[config.mk]
export PLATFORM = sky130hd
export DESIGN_NAME = lsu_bus_master
export DESIGN_NICKNAME = d
export VERILOG_FILES = /design/src/rtl/lsu_bus_master.sv
export SDC_FILE = /design/constraint.sdc
export NUM_CORES = 1
export LEC_CHECK = 0
export CAP_MARGIN = 30
export CORE_ASPECT_RATIO = 0.7
export CORE_MARGIN = 2
export CORE_UTILIZATION = 46
export DETAILED_ROUTE_END_ITERATION = 10
export PLACE_DENSITY = 0.86
export REMOVE_ABC_BUFFERS = 1
export SYNTH_ARGS = -nofsm -noshare
export SYNTH_HDL_FRONTEND = slang
export SYNTH_SLANG_ARGS = --single-unit
export TNS_END_PERCENT = 1
[constraint.sdc]
create_clock -name clk -period 5.2 [get_ports clk]
set_input_delay 1.56 -clock clk [delete_from_list [all_inputs] [get_ports clk]]
set_output_delay 1.56 -clock clk [all_outputs]
set_load 0.01 [all_outputs]
[src/rtl/lsu_bus_master.sv]
`default_nettype none
// ============================================================================
// lsu_bus_master : load/store initiator between the MEM stage and data bus
// Revision 1.0   : initial release
// ============================================================================
module lsu_bus_master #(
  parameter int TIMEOUT = 16
) (
  input  logic        clk,
  input  logic        reset,
  input  logic        op_valid,
  input  logic        op_we,
  input  logic [1:0]  op_width,
  input  logic        op_sign,
  input  logic [31:0] op_addr,
  input  logic [31:0] op_wdata,
  output logic        busy,
  output logic        done,
  output logic [31:0] rdata,
  output logic        exc,
  output logic [4:0]  exc_code,
  output logic        bus_req,
  output logic        bus_we,
  output logic [3:0]  bus_be,
  output logic [31:0] bus_addr,
  output logic [31:0] bus_wdata,
  input  logic        bus_ack,
  input  logic [31:0] bus_rdata
);

  typedef enum logic [1:0] {
    IDLE = 2'd0,
    REQ  = 2'd1,
    RESP = 2'd2
  } state_t;

  localparam logic [7:0] C_CNT_LAST = 8'(TIMEOUT - 1);
  localparam logic [4:0] C_ADEL     = 5'd4;
  localparam logic [4:0] C_ADES     = 5'd5;
  localparam logic [4:0] C_DBE      = 5'd7;

  state_t      r_state, w_state_nx;
  logic [7:0]  r_cnt, w_cnt_nx;
  logic [1:0]  r_lane, w_lane_nx;
  logic [1:0]  r_width, w_width_nx;
  logic        r_sign, w_sign_nx;
  logic        w_req_nx, w_we_nx, w_exc_nx;
  logic [3:0]  w_be_nx;
  logic [31:0] w_addr_nx, w_wdata_nx, w_rdata_nx;
  logic [4:0]  w_code_nx;

  logic        w_misaligned;
  logic [3:0]  w_op_be;
  logic [31:0] w_op_wdata;
  logic [7:0]  w_rd_byte;
  logic [15:0] w_rd_half;
  logic [31:0] w_load_data;

  assign busy = (r_state != IDLE);
  assign done = (r_state == RESP);

  // Request shaping from the pipeline operands.
  always_comb begin
    w_misaligned = (op_width == 2'b11)
                 | ((op_width == 2'b00) & (op_addr[1:0] != 2'b00))
                 | ((op_width == 2'b01) & op_addr[0]);
    case (op_width)
      2'b10: begin
        w_op_be    = 4'b0001 << op_addr[1:0];
        w_op_wdata = {4{op_wdata[7:0]}};
      end
      2'b01: begin
        w_op_be    = op_addr[1] ? 4'b1100 : 4'b0011;
        w_op_wdata = {2{op_wdata[15:0]}};
      end
      default: begin
        w_op_be    = 4'b1111;
        w_op_wdata = op_wdata;
      end
    endcase
  end

  // Lane extraction uses the offset captured at accept time.
  always_comb begin
    w_rd_byte = bus_rdata[{r_lane, 3'b000} +: 8];
    w_rd_half = r_lane[1] ? bus_rdata[31:16] : bus_rdata[15:0];
    case (r_width)
      2'b10:   w_load_data = {{24{r_sign & w_rd_byte[7]}}, w_rd_byte};
      2'b01:   w_load_data = {{16{r_sign & w_rd_half[15]}}, w_rd_half};
      default: w_load_data = bus_rdata;
    endcase
  end

  always_comb begin
    w_state_nx = r_state;
    w_cnt_nx   = r_cnt;
    w_lane_nx  = r_lane;
    w_width_nx = r_width;
    w_sign_nx  = r_sign;
    w_req_nx   = bus_req;
    w_we_nx    = bus_we;
    w_be_nx    = bus_be;
    w_addr_nx  = bus_addr;
    w_wdata_nx = bus_wdata;
    w_rdata_nx = rdata;
    w_exc_nx   = exc;
    w_code_nx  = exc_code;
    case (r_state)
      IDLE: begin
        if (op_valid) begin
          if (w_misaligned) begin
            w_state_nx = RESP;
            w_rdata_nx = 32'd0;
            w_exc_nx   = 1'b1;
            w_code_nx  = op_we ? C_ADES : C_ADEL;
          end else begin
            w_state_nx = REQ;
            w_cnt_nx   = 8'd0;
            w_lane_nx  = op_addr[1:0];
            w_width_nx = op_width;
            w_sign_nx  = op_sign;
            w_req_nx   = 1'b1;
            w_we_nx    = op_we;
            w_be_nx    = w_op_be;
            w_addr_nx  = {op_addr[31:2], 2'b00};
            w_wdata_nx = w_op_wdata;
          end
        end
      end
      REQ: begin
        // Acknowledge takes priority over an expiring timeout.
        if (bus_ack || (r_cnt == C_CNT_LAST)) begin
          w_state_nx = RESP;
          w_req_nx   = 1'b0;
          w_we_nx    = 1'b0;
          w_be_nx    = 4'd0;
          w_addr_nx  = 32'd0;
          w_wdata_nx = 32'd0;
          if (bus_ack) begin
            w_rdata_nx = bus_we ? 32'd0 : w_load_data;
            w_exc_nx   = 1'b0;
            w_code_nx  = 5'd0;
          end else begin
            w_rdata_nx = 32'd0;
            w_exc_nx   = 1'b1;
            w_code_nx  = C_DBE;
          end
        end else begin
          w_cnt_nx = r_cnt + 8'd1;
        end
      end
      RESP: begin
        w_state_nx = IDLE;
        w_rdata_nx = 32'd0;
        w_exc_nx   = 1'b0;
        w_code_nx  = 5'd0;
      end
      default: w_state_nx = IDLE;
    endcase
  end

  always_ff @(posedge clk) begin
    if (reset) begin
      r_state   <= IDLE;
      r_cnt     <= 8'd0;
      r_lane    <= 2'd0;
      r_width   <= 2'd0;
      r_sign    <= 1'b0;
      bus_req   <= 1'b0;
      bus_we    <= 1'b0;
      bus_be    <= 4'd0;
      bus_addr  <= 32'd0;
      bus_wdata <= 32'd0;
      rdata     <= 32'd0;
      exc       <= 1'b0;
      exc_code  <= 5'd0;
    end else begin
      r_state   <= w_state_nx;
      r_cnt     <= w_cnt_nx;
      r_lane    <= w_lane_nx;
      r_width   <= w_width_nx;
      r_sign    <= w_sign_nx;
      bus_req   <= w_req_nx;
      bus_we    <= w_we_nx;
      bus_be    <= w_be_nx;
      bus_addr  <= w_addr_nx;
      bus_wdata <= w_wdata_nx;
      rdata     <= w_rdata_nx;
      exc       <= w_exc_nx;
      exc_code  <= w_code_nx;
    end
  end

endmodule
`default_nettype wire

==> metrics <==
largest net degree at the start of global routing=53; final setup margin=1.15 ns; Post-synth top flop=dfxtp_1; Sequential Power Share=between 30% and 40%; Yosys warning count=0; clk sinks=118; H-tree Lvls=4; ANT cells=0; Slew headroom=a little under two fifths; Global Route Usage Sum=between 20 and 30%; actual slew at the worst max-slew pin=a little over 0.9 ns; Crit-path slowest cell=clkdlybuf4s50_1; Yosys cell types=47; Synth area leaders=dfxtp_1 (47%), a22o_1 (9.2%), o2bb2ai_1 (7.1%); met1 wire length=between 7 and 8 mm; post-CTS repair timing setup buffer count=0; root buf cell=clkbuf_16; critical path class=in -> reg; antenna-violating nets left=0; DR pass1 iterations=6; io pins=about 210; Worst Setup Start Kind=primary input; setup_tns=0 ns; Max Clock Skew=0.00841 ns; Internal Power=between 2 and 2.5 mW; min-delay worst type=reg -> reg; hold-fix buffers at CTS=0; post-route cell area=7790 sq um; WP buf/inv=3; Mapped Area=around 5000 sq um; max incr delay on CP=approximately 0.53 ns; input/output buffers=209; Leak=roughly 3 nW; area of the die=11,800 sq um; Sw Ratio=24.4%; initial antenna violation count=0; Max Used Layer=met4; CTS tree=yes; Post-synth EDFFs=0; sequential area share after synthesis=46.8%; die height=91.6 um; clock share of power=46.3%; NumNets Final=829; P per Cell Area=roughly 350 nW/um^2; share of layout cells above drive strength 1=7.43%; DR vias=about 5.0k; Psw=about 660 uW; initial core utilization=48.0%; FF+latch count, synth=118; routed wire length=~17 mm; setup slack, reg-to-reg=2.33 ns; maximum fanout along the worst path=52; number of global-route vias before repair=4,822; Yosys top cell by area=dfxtp_1; global-route wire length before repair=26.0 mm; final core utilization=about 74%; Worst EP arrival=4.38 ns; CTS buffer count=17; Peak VDD IR=255 uV; DP Wirelength=12.0 mm; post-CTS resize count=0; Final Hold Vio Count=0; Comb power frac=17.1%; synthesis-to-finish area growth=54.5%; CTS clk-pin slew, worst paths=0.05 ns; Final min period=4.05 ns; routed wl met3=just over 1 mm; Crit path max-delay family=buffers and inverters; Max Fclk=247 MHz; dpl ws=around 0.83 ns; Critical Path RT=5.53 ns; area share of the largest cell type after synthesis=46.8%; Clock Tree Buf Depth=2; Synth Area per Inst=9.65 sq um; total power=2.70 mW; status=complete, no violations; GPL Wtd Cong=0.903; Final Cycle Share=77.8%; core box area=10,500 sq um; Max Slew Vio Count=0; clk_lat worst skew=0.42 ns; Met2 Wirelength=between 8 and 9 mm; Synth async-reset ratio=0%; Vias/cell=between 5 and 6; Post-DP Area=7160 sq um; Cell Rows=31; Setup crit end kind=flop; die extent in x=129 um; DRC viols=0; worst path cell trace=clkdlybuf4s50_1 -> inv_1 -> ha_1 -> a21oi_1 -> nand3_1 -> nor3_4 -> buf_4 -> nand2_1 -> o2bb2ai_1; final setup violation count=0; Mapped Cells=523; Max Cap Violations=0; grt total ovfl=0; RSZ-0062 raised after global routing=false; DR WL/cell=19.2 um; first-iteration detailed-routing DRC count=482
[cell families after synthesis]
group,share of synthesized area (%)
xor+xnor,1.22
compound gates,30.4
buf+inv,5.51
other cells,0.0743
mux,3.22
flops,46.8
simple gates,10.3
fa+ha+maj,2.48
[cell usage in the layout (no fill, tap or decap), drive strengths merged, types with 2 or more instances in the layout]
cell,n
clkdlybuf4s50,209
dfxtp,118
a22o,53
o2bb2ai,41
nor2,41
o21ai,31
a21oi,28
clkbuf,23
nand2,21
a21o,17
a22oi,15
inv,14
nand3,12
nor2b,10
mux2,10
a31oi,10
ha,10
xnor2,7
mux2i,5
buf,5
nand2b,4
o21a,4
conb,4
bufinv,4
and2,4
nor3,4
nand4,3
nor4,2
o22ai,2
clkinvlp,2
clkinv,2
[final timing paths]
| kind | startpoint | end | cells past startpoint |
|---|---|---|---|
| max reg2reg | r_state[1] | bus_addr[29] | 8 |
| min reg2reg | bus_req | bus_req | 1 |
| max | op_width[0] | bus_wdata[8] | 9 |
| min | bus_req | bus_req | 1 |
[power by group through the flow]
stage / Clock (mW) / Combinational [mW] / Sequential (mW)
after floorplan: 0 / 0.188 / 1.02
after global placement: 0 / 0.437 / 1.00
after detailed placement: 0 / 0.448 / 1.01
after CTS: 1.25 / 0.456 / 0.987
after global routing: 1.30 / 0.492 / 0.991
final: 1.25 / 0.460 / 0.988
[layout make-up]
| class | count | area, sq um |
|---|---|---|
| multi-input cells | 350 | 2430 |
| fillers | 681 | 2720 |
| flip-flops and latches | 118 | 2360 |
| well taps | 148 | 185 |
| clock buffers | 23 | 488 |
| repair buffers | 214 | 2130 |
| inverters | 14 | 52.6 |
| clock inverters | 8 | 145 |
[routing by layer]
metal  vias up  global-route usage, %
li1       2320                      -
met1      2425                   36.0
met2       230                   46.2
met3        39                   6.24
met4         0                   10.5
met5         -                      0
[per-stage QoR]
step,cells,hold WS (ns)
floorplan,482,0.474
CTS,875,0.451
detailed placement,844,0.440
global route,875,0.469
global placement,844,0.434
finish,875,0.447
[cell usage after synthesis (3+ instances only)]
| cell type | instances |
|---|---|
| o21ai_0 | 27 |
| nor2_1 | 41 |
| nand3_1 | 12 |
| dfxtp_1 | 118 |
| buf_1 | 3 |
| buf_4 | 7 |
| o21a_1 | 4 |
| a22o_1 | 53 |
| xnor2_1 | 7 |
| nor3_1 | 3 |
| a22oi_1 | 15 |
| and2_1 | 3 |
| mux2_2 | 10 |
| a21oi_1 | 28 |
| o2bb2ai_1 | 41 |
| nand4_1 | 3 |
| mux2i_1 | 5 |
| nand2_1 | 21 |
| a21o_1 | 17 |
| buf_2 | 9 |
| a31oi_1 | 10 |
| nand2b_1 | 4 |
| inv_1 | 13 |
| ha_1 | 10 |
| clkbuf_1 | 22 |
| buf_6 | 3 |
| nor2b_1 | 10 |
[flip-flops by register name, summed over array words and instances, names as in the netlist]
register,flops
r_state,2
r_cnt,8
bus_wdata,32
bus_req,1
bus_we,1
r_width,2
bus_addr,30
exc,1
bus_be,4
r_sign,1
exc_code,2
rdata,32
r_lane,2
(Power assumes the default switching activity.)
